<file path="src/rtl/reg_file_sequencer_if.sv">
// Requester-side handshake and register file strobe bundle for reg_file_sequencer.
// master: requester/bench side (drives req/op/idx/data); slave: the sequencer.
interface reg_file_sequencer_if #(
    parameter int DW = 8,
    parameter int AW = 3
);
    logic          req0;
    logic          req1;
    logic          op0;
    logic          op1;
    logic [AW-1:0] idx0;
    logic [AW-1:0] idx1;
    logic [DW-1:0] data0;
    logic [DW-1:0] data1;
    logic          done0;
    logic          done1;
    logic          busy;
    logic          SETSRC;
    logic          SETDEST;
    logic          REGWRITE;
    logic [AW-1:0] rt_index;
    logic [DW-1:0] write_value;

    modport master (
        output req0, req1, op0, op1, idx0, idx1, data0, data1,
        input  done0, done1, busy, SETSRC, SETDEST, REGWRITE,
        input  rt_index, write_value
    );

    modport slave (
        input  req0, req1, op0, op1, idx0, idx1, data0, data1,
        output done0, done1, busy, SETSRC, SETDEST, REGWRITE,
        output rt_index, write_value
    );
endinterface

</file>
<file path="src/rtl/reg_file_sequencer.sv">
// Two-requester round-robin sequencer expanding atomic register operations
// into SETDEST/REGWRITE/SETSRC strobes, skipping strobes whose pointer is cached.
// Ports: CLK, RESET (async, active-high), bus (slave modport of the interface).
module reg_file_sequencer #(
    parameter int DW = 8,
    parameter int AW = 3
) (
    input  logic                  CLK,
    input  logic                  RESET,
    reg_file_sequencer_if.slave   bus
);
    typedef enum logic [2:0] {
        S_IDLE,
        S_SETD,
        S_WR,
        S_SETS,
        S_DONE
    } state_t;

    state_t        r_state;
    logic          r_op;
    logic [AW-1:0] r_idx;
    logic [DW-1:0] r_data;
    logic          r_owner;
    logic          r_prio;
    logic [AW-1:0] r_src_idx;
    logic          r_src_valid;
    logic [AW-1:0] r_dst_idx;
    logic          r_dst_valid;
    logic          r_setsrc;
    logic          r_setdest;
    logic          r_regwrite;
    logic [AW-1:0] r_rt_index;
    logic [DW-1:0] r_write_value;
    logic          r_done0;
    logic          r_done1;
    logic          r_busy;

    // Requester 1 wins when alone, or when both ask and it holds priority.
    logic          w_any;
    logic          w_gnt1;
    logic          w_op;
    logic [AW-1:0] w_idx;
    logic [DW-1:0] w_data;
    logic          w_dhit;
    logic          w_shit;

    assign w_any  = bus.req0 | bus.req1;
    assign w_gnt1 = bus.req1 & (~bus.req0 | r_prio);
    assign w_op   = w_gnt1 ? bus.op1   : bus.op0;
    assign w_idx  = w_gnt1 ? bus.idx1  : bus.idx0;
    assign w_data = w_gnt1 ? bus.data1 : bus.data0;
    assign w_dhit = r_dst_valid & (r_dst_idx == w_idx);
    assign w_shit = r_src_valid & (r_src_idx == w_idx);

    always_ff @(posedge CLK or posedge RESET) begin
        if (RESET) begin
            r_state       <= S_IDLE;
            r_op          <= 1'b0;
            r_idx         <= '0;
            r_data        <= '0;
            r_owner       <= 1'b0;
            r_prio        <= 1'b0;
            r_src_idx     <= '0;
            r_src_valid   <= 1'b0;
            r_dst_idx     <= '0;
            r_dst_valid   <= 1'b0;
            r_setsrc      <= 1'b0;
            r_setdest     <= 1'b0;
            r_regwrite    <= 1'b0;
            r_rt_index    <= '0;
            r_write_value <= '0;
            r_done0       <= 1'b0;
            r_done1       <= 1'b0;
            r_busy        <= 1'b0;
        end else begin
            // Registered outputs default low; each state sets what the next one shows.
            r_setsrc      <= 1'b0;
            r_setdest     <= 1'b0;
            r_regwrite    <= 1'b0;
            r_rt_index    <= '0;
            r_write_value <= '0;
            r_done0       <= 1'b0;
            r_done1       <= 1'b0;
            unique case (r_state)
                S_IDLE: begin
                    if (w_any) begin
                        r_op    <= w_op;
                        r_idx   <= w_idx;
                        r_data  <= w_data;
                        r_owner <= w_gnt1;
                        r_busy  <= 1'b1;
                        if (!w_op && !w_dhit) begin
                            r_state    <= S_SETD;
                            r_setdest  <= 1'b1;
                            r_rt_index <= w_idx;
                        end else if (!w_op) begin
                            r_state       <= S_WR;
                            r_regwrite    <= 1'b1;
                            r_rt_index    <= w_idx;
                            r_write_value <= w_data;
                        end else if (!w_shit) begin
                            r_state    <= S_SETS;
                            r_setsrc   <= 1'b1;
                            r_rt_index <= w_idx;
                        end else begin
                            r_state <= S_DONE;
                            r_done0 <= ~w_gnt1;
                            r_done1 <= w_gnt1;
                        end
                    end
                end
                S_SETD: begin
                    r_dst_idx     <= r_idx;
                    r_dst_valid   <= 1'b1;
                    r_state       <= S_WR;
                    r_regwrite    <= 1'b1;
                    r_rt_index    <= r_idx;
                    r_write_value <= r_data;
                end
                S_WR: begin
                    r_state <= S_DONE;
                    r_done0 <= ~r_owner;
                    r_done1 <= r_owner;
                end
                S_SETS: begin
                    r_src_idx   <= r_idx;
                    r_src_valid <= 1'b1;
                    r_state     <= S_DONE;
                    r_done0     <= ~r_owner;
                    r_done1     <= r_owner;
                end
                S_DONE: begin
                    r_prio  <= ~r_owner;
                    r_busy  <= 1'b0;
                    r_state <= S_IDLE;
                end
                default: begin
                    r_busy  <= 1'b0;
                    r_state <= S_IDLE;
                end
            endcase
        end
    end

    assign bus.SETSRC      = r_setsrc;
    assign bus.SETDEST     = r_setdest;
    assign bus.REGWRITE    = r_regwrite;
    assign bus.rt_index    = r_rt_index;
    assign bus.write_value = r_write_value;
    assign bus.done0       = r_done0;
    assign bus.done1       = r_done1;
    assign bus.busy        = r_busy;
endmodule

</file>
<file path="src/flat_wrapper.sv">
// flat-port wrapper written by rule: the top's interface ports become plain ports
module reg_file_sequencer_flat 
#(
    parameter int DW = 8,
    parameter int AW = 3
)
  (CLK, RESET, bus_req0, bus_req1, bus_op0, bus_op1, bus_idx0, bus_idx1, bus_data0, bus_data1, bus_done0, bus_done1, bus_busy, bus_SETSRC, bus_SETDEST, bus_REGWRITE, bus_rt_index, bus_write_value);
  reg_file_sequencer_if #(.DW(DW), .AW(AW)) bus_i ();
  input  logic CLK;
  input  logic RESET;
  input wire logic [$bits(bus_i.req0)-1:0] bus_req0;
  input wire logic [$bits(bus_i.req1)-1:0] bus_req1;
  input wire logic [$bits(bus_i.op0)-1:0] bus_op0;
  input wire logic [$bits(bus_i.op1)-1:0] bus_op1;
  input wire logic [$bits(bus_i.idx0)-1:0] bus_idx0;
  input wire logic [$bits(bus_i.idx1)-1:0] bus_idx1;
  input wire logic [$bits(bus_i.data0)-1:0] bus_data0;
  input wire logic [$bits(bus_i.data1)-1:0] bus_data1;
  output wire logic [$bits(bus_i.done0)-1:0] bus_done0;
  output wire logic [$bits(bus_i.done1)-1:0] bus_done1;
  output wire logic [$bits(bus_i.busy)-1:0] bus_busy;
  output wire logic [$bits(bus_i.SETSRC)-1:0] bus_SETSRC;
  output wire logic [$bits(bus_i.SETDEST)-1:0] bus_SETDEST;
  output wire logic [$bits(bus_i.REGWRITE)-1:0] bus_REGWRITE;
  output wire logic [$bits(bus_i.rt_index)-1:0] bus_rt_index;
  output wire logic [$bits(bus_i.write_value)-1:0] bus_write_value;
  assign bus_i.req0 = bus_req0;
  assign bus_i.req1 = bus_req1;
  assign bus_i.op0 = bus_op0;
  assign bus_i.op1 = bus_op1;
  assign bus_i.idx0 = bus_idx0;
  assign bus_i.idx1 = bus_idx1;
  assign bus_i.data0 = bus_data0;
  assign bus_i.data1 = bus_data1;
  assign bus_done0 = bus_i.done0;
  assign bus_done1 = bus_i.done1;
  assign bus_busy = bus_i.busy;
  assign bus_SETSRC = bus_i.SETSRC;
  assign bus_SETDEST = bus_i.SETDEST;
  assign bus_REGWRITE = bus_i.REGWRITE;
  assign bus_rt_index = bus_i.rt_index;
  assign bus_write_value = bus_i.write_value;
  reg_file_sequencer #(.DW(DW), .AW(AW)) u_core (.CLK(CLK), .RESET(RESET), .bus(bus_i));
endmodule
</file>
<file path="config.mk">
export PLATFORM = sky130hd
export DESIGN_NAME = reg_file_sequencer_flat
export DESIGN_NICKNAME = d
export VERILOG_FILES = /design/src/rtl/reg_file_sequencer_if.sv /design/src/rtl/reg_file_sequencer.sv /design/src/flat_wrapper.sv
export SDC_FILE = /design/constraint.sdc
export NUM_CORES = 1
export LEC_CHECK = 0
export ABC_CLOCK_PERIOD_IN_PS = 2400
export CAP_MARGIN = 20
export CORE_ASPECT_RATIO = 1.4
export CORE_MARGIN = 2
export CORE_UTILIZATION = 50
export DETAILED_ROUTE_END_ITERATION = 8
export PLACE_DENSITY = 0.88
export SLEW_MARGIN = 20
export SYNTH_ARGS = -nofsm -noshare
export SYNTH_HDL_FRONTEND = slang
export SYNTH_SLANG_ARGS = --single-unit
</file>
<file path="constraint.sdc">
create_clock -name CLK -period 2.4 [get_ports CLK]
set_input_delay 0.24 -clock CLK [delete_from_list [all_inputs] [get_ports CLK]]
set_output_delay 0.24 -clock CLK [all_outputs]
set_load 0.005 [all_outputs]
</file>
==> impl_metrics.tcl, run 1 <==
set metrics [dict create \
    synth_top_cell_area_share 0.5170 \
    p_per_area_nw_per_um2 1142 \
    viasPerCell 5.532 \
    io_buffers 44 \
    start_util 0.5108 \
    crit_fanout 10 \
    setup_violations 0 \
    grt_pass1_vias 1586 \
    hp-class "input port to async pin" \
    drc 0 \
    dieHeight_um 78.54 \
    hold_viol 0 \
    grt_start_max_net_pins 20 \
    grt_use_total 0.2059 \
    start_kind "input port" \
    crit_chain "clkdlybuf4s50_1 > buf_4 > nand2_2 > buf_4 > a21boi_1 > nand2_2 > o31ai_2" \
    synth_ff_type "dfrtp_1" \
    fin_ws_ns 0.3834 \
    setup-tns-final_ns 0 \
    dieArea_um2 4496 \
    avgSynthCellArea_um2 10.67 \
    die_w_um 57.25 \
    cts_root_buf "clkbuf_8" \
    grt_remaining_overflow 0 \
    cts_max_level 2 \
    synth_seq_cells 41 \
    fin_crit_ns 2.017 \
    period_share 0.8402 \
    wl_per_cell_um 14.69 \
    routabilityCongestion 0.8699 \
    crit_required_ns 2.60 \
    drive_gt1_frac 0.1715 \
    placed_area_um2 2492 \
    fp-row-count 27 \
    layout_commonest_cell "clkdlybuf4s50_1" \
    slew_headroom 0.5344 \
    finClkSkew_ns 0.003920 \
    synth_area_um2 1984 \
    status "completed" \
    clock_sinks 41 \
    synth_top_cell_by_area "dfrtp_1" \
    irDropWorstVdd_v 0.001041 \
    final_cell_mix "44 x clkdlybuf4s50_1, 41 x nand2_1, 41 x dfrtp_1" \
    cts_hold_buf 0 \
    synthArstFlopShare 1.000 \
    wirelength_mm 4.142 \
    cts_setup_buffers 0 \
    clock_path_buffers 2 \
    end_kind "register" \
    synth-seq-area-share 0.5170 \
    arrival_ns 2.21 \
    area_growth_pct 32.35 \
    layout.nets 266 \
    synth_edf_count 0 \
    grt_pass1_wl_mm 7.148 \
    preCtsSetupSlack_ns 0.09760 \
    ios 45 \
    crit_type "input port to register" \
    cts_tree "done" \
    clkSlewWorstSetupHoldPaths_ns 0.08 \
    core-area_um2 3885 \
    numCtsBuffers 5 \
    clk_latency_ns 0.30 \
    syn-num-nets 214 \
    fmax_ghz 0.4959 \
    drt_iter0_markers 57 \
    syn_inst 186 \
    fin_area_um2 2626 \
    vias 1560 \
    cts_resized 0 \
    drtPass1Iterations 4 \
    ant_nets 0 \
    synth.distinct_cells 44 \
    grt_setup_unrepaired "false" \
    antenna_found_initial 0 \
    total_leakage_power_uw 0.001170 \
    dpl.hpwl_mm 3.021 \
    synth_warnings 0 \
    antenna_cells 0 \
    slew_violations 0 \
    cp_slowest_stage_delay_ns 0.54 \
    tightestPinTransition_ns 0.6976 \
    n_fill_cell 283 \
    cp_slowest_cell "clkdlybuf4s50_1" \
    synth.area.top_cells "dfrtp_1 52%, nand2_1 7.8%, mux2i_1 5.0%, o21ai_0 4.0%, o31ai_2 3.8%" \
    cap_violations 0 \
]
-- metal layers --
metal  global-route usage  part of all wire  vias to the layer above
met5                    0                 0                        -
met4              0.07907             0.026                        0
met3              0.05437             0.046                       11
met2               0.3379              0.51                       37
met1               0.2573              0.42                      765
li1                     -                 -                      747
-- critical path, delay by kind of cell --
| kind | cells | cell delay, ns |
|---|---|---|
| compound gates | 2 | 0.71 |
| simple gates | 2 | 0.38 |
| buf+inv | 3 | 0.88 |
-- logic make-up (layout without fill, tap and decap cells) --
| group | count (synthesis) | count (layout) | synth area share |
|---|---|---|---|
| mux | 14 | 14 | 0.07440 |
| flops | 41 | 41 | 0.5170 |
| buf+inv | 12 | 65 | 0.03278 |
| xor+xnor | 5 | 5 | 0.02207 |
| simple gates | 69 | 69 | 0.1797 |
| compound gates | 45 | 45 | 0.1740 |
-- final timing paths --
check / from / end / slack (ns) / cells past startpoint
max in group asynchronous: RESET / u_core.r_data[7]$_DFFE_PP0P_ / 1.40 / 3
worst max register to register: u_core.r_prio$_DFFE_PP0N_ / u_core.bus.write_value[3]$_DFF_PP0_ / 0.43 / 7
worst min-delay path: RESET / u_core.r_data[5]$_DFFE_PP0P_ / 0.36 / 2
min in group CLK: u_core.r_dst_valid$_DFFE_PP0N_ / u_core.r_dst_valid$_DFFE_PP0N_ / 0.48 / 1
worst min register to register: u_core.r_dst_valid$_DFFE_PP0N_ / u_core.r_dst_valid$_DFFE_PP0N_ / 0.48 / 1
worst max-delay path: bus_req1 / u_core.bus.write_value[3]$_DFF_PP0_ / 0.38 / 7
-- metrics by stage --
step	hold slack [ns]	power, µW	instances	util
3_3_place_gp	0.4546	2315	274	0.6415
3_5_place_dp	0.4604	2358	274	0.6415
4_1_cts	0.3743	3022	282	0.6760
6_report	0.3619	3000	282	0.6760
2_1_floorplan	0.3982	1895	186	-
5_1_grt	0.3942	3218	282	0.6760
-- flip-flops by register name, indices dropped and copies added (netlist names) --
signal / cells
u_core.bus.REGWRITE: 1
u_core.bus.SETDEST: 1
u_core.bus.SETSRC: 1
u_core.bus.busy: 1
u_core.bus.done0: 1
u_core.bus.done1: 1
u_core.bus.rt_index: 3
u_core.bus.write_value: 8
u_core.r_data: 8
u_core.r_dst_idx: 3
u_core.r_dst_valid: 1
u_core.r_idx: 3
u_core.r_owner: 1
u_core.r_prio: 1
u_core.r_src_idx: 3
u_core.r_src_valid: 1
u_core.r_state: 3
-- final cells by class --
| class | instances | area, µm² | share of cell area |
|---|---|---|---|
| Sequential cell | 41 | 1026 | 0.3907 |
| Multi-Input combinational cell | 133 | 893.4 | 0.3402 |
| Timing Repair Buffer | 52 | 500.5 | 0.1906 |
| Clock buffer | 5 | 68.82 | 0.02620 |
| Clock inverter | 3 | 65.06 | 0.02477 |
| Tap cell | 43 | 53.80 | 0.02049 |
| Inverter | 5 | 18.77 | 0.007146 |
-- where the power goes --
group	internal, µW	total (µW)	switching (µW)	leakage (µW)
Sequential	974	1180	207	0.000520
Combinational	577	1170	591	0.000582
Clock	413	651	238	0.0000681
-- cell usage after synthesis, types with 2 or more instances --
master,instances
a21oi_1,2
and2_1,2
buf_2,2
clkbuf_1,3
dfrtp_1,41
inv_1,4
mux2_2,3
mux2i_1,10
nand2_1,41
nand2_2,2
nand2b_1,7
nor2_1,5
nor3_1,2
o21ai_0,16
o21ai_1,5
o21ai_2,3
o31ai_1,2
o31ai_2,6
o41ai_1,2
xnor2_1,2
xor2_1,3
No activity file was read; power rests on OpenSTA's default activity.
==> run 2: changes to the inputs <==
- ABC_CLOCK_PERIOD_IN_PS: 2400 -> 2060
- clock period: 2.4 -> 2.06 ns (I/O delays scaled with it)
==> impl_metrics.tcl, run 2 (synthesis gave the netlist of run 1 again) <==
set metrics [dict create \
    crit_required_ns 2.23 \
    drtPass1Iterations 4 \
    reg2reg_depth 6 \
    hp-class "input port to async pin" \
    rrSetupSlack_ns 0.11 \
    area_growth_pct 38.15 \
    period_share 0.9489 \
    antenna_cells 0 \
    grt_remaining_overflow 0 \
    final_util 0.7056 \
    setup_violations 0 \
    dieArea_um2 4496 \
    timing.rr.start "u_core.r_prio$_DFFE_PP0N_" \
    tightestPinTransition_ns 0.5097 \
    start_util 0.5108 \
    ios 45 \
    crit_type "register to register" \
    status "completed" \
    hold_viol 0 \
    arrival_ns 2.13 \
    crit_fanout 4 \
    core-area_um2 3885 \
    vias 1610 \
    wirelength_mm 4.445 \
    fp-row-count 27 \
    layout_commonest_cell "clkdlybuf4s50_1" \
    slew_violations 0 \
    cts_hold_buf 0 \
    io_buffers 44 \
    irDropWorstVdd_v 0.0007214 \
    antenna_found_initial 0 \
    grt_start_max_net_pins 42 \
    cts_tree "done" \
    grt_pass1_wl_mm 7.396 \
    numCtsBuffers 5 \
    crit_start "u_core.r_prio$_DFFE_PP0N_" \
    fin_crit_ns 1.955 \
    final_cell_mix "43 x clkdlybuf4s50_1, 41 x nand2_1, 41 x dfrtp_1" \
    total_leakage_power_uw 0.001239 \
    drt_iter0_markers 38 \
    grt_setup_unrepaired "true" \
    cts_max_level 2 \
    clock_path_buffers 2 \
    grt_use_total 0.2153 \
    p_per_area_nw_per_um2 1278 \
    drive_gt1_frac 0.2292 \
    cap_violations 0 \
    fmax_ghz 0.5116 \
    die_w_um 57.25 \
    viasPerCell 5.439 \
    grt_pass1_vias 1606 \
    layout.nets 280 \
    dieHeight_um 78.54 \
    wl_per_cell_um 15.02 \
    r2r-end "u_core.bus.rt_index[2]$_DFF_PP0_" \
    ant_nets 0 \
    routabilityCongestion 0.8279 \
    cts_root_buf "clkbuf_8" \
    n_fill_cell 272 \
    start_kind "register" \
    finClkSkew_ns 0.007155 \
    drc 0 \
    clock_sinks 41 \
    dpl.hpwl_mm 3.219 \
    hold_ws_ns 0.3395 \
    clkSlewWorstSetupHoldPaths_ns 0.08 \
    end_kind "register" \
    clk_latency_ns 0.30 \
    slew_headroom 0.6602 \
]
[run 2: what timing repair did]
item / 4_1_cts / 5_1_grt
gates cloned: 0 / 0
gates resized for setup: 1 / 5
buffers inserted: 0 / 2
pin swaps: 0 / 1
setup endpoints to repair: 2 / 16
endpoints found under the hold margin: 0 / 0
[run 2: worst max path at each step]
| stage | to | cells after the start |
|---|---|---|
| after global routing | u_core.bus.write_value[3]$_DFF_PP0_ | 7 |
| after floorplan | u_core.bus.rt_index[0]$_DFF_PP0_ | 6 |
| final | u_core.bus.rt_index[2]$_DFF_PP0_ | 6 |
| after CTS | u_core.bus.write_value[0]$_DFF_PP0_ | 7 |
| after global placement | u_core.bus.write_value[1]$_DFF_PP0_ | 8 |
| after detailed placement | u_core.bus.write_value[0]$_DFF_PP0_ | 8 |
[run 2: cell type report]
cell class                 count  area [µm²]  share of cell area
clock buffer                   5       68.82             0.02510
clock inverter                 3       46.29             0.01689
inverter                       5       18.77            0.006846
multi-input combinational    133       919.6              0.3355
sequential                    41        1026              0.3743
tap                           43       53.80             0.01963
timing repair buffer          66       608.1              0.2218
[run 2: critical path, stage by stage, from the launching register on]
cell,delay [ns]
dfrtp_1,0.40
nand2b_2,0.24
a211oi_2,0.24
nor4_1,0.09
or4b_4,0.57
o21ai_2,0.21
o21ai_1,0.09
[run 2: routing by layer]
layer	track usage	wire length (µm)	vias to the layer above
li1	-	-	784
met1	0.2641	1765	776
met4	0.1047	106	0
met2	0.3667	2382	41
met5	0	0	-
met3	0.02965	190	9
[run 2: report_power, final]
| part | internal (µW) | leakage (µW) | switching (µW) |
|---|---|---|---|
| Combinational | 759 | 0.000665 | 715 |
| Clock | 363 | 0.0000543 | 286 |
| Sequential | 1130 | 0.000520 | 246 |
[run 2: through the flow]
step                      instance area, µm²  std cells  setup TNS (ns)  total power (µW)  worst slack, ns
final                                   2741        296               0              3502           0.1053
after detailed placement                2582        286          -3.112              2839          -0.2342
after CTS                               2703        294               0              3500          0.02783
after global placement                  2582        286          -2.112              2783          -0.1838
after global routing                    2741        296        -0.03038              3755         -0.02869
after floorplan                         1984        186               0              2208           0.2724
==> run 3: changes to the inputs <==
- GPL_ROUTABILITY_DRIVEN: default -> 0
==> results of run 3 <==
Same layout as run 2: the final DEF is identical, and so are final timing and power.
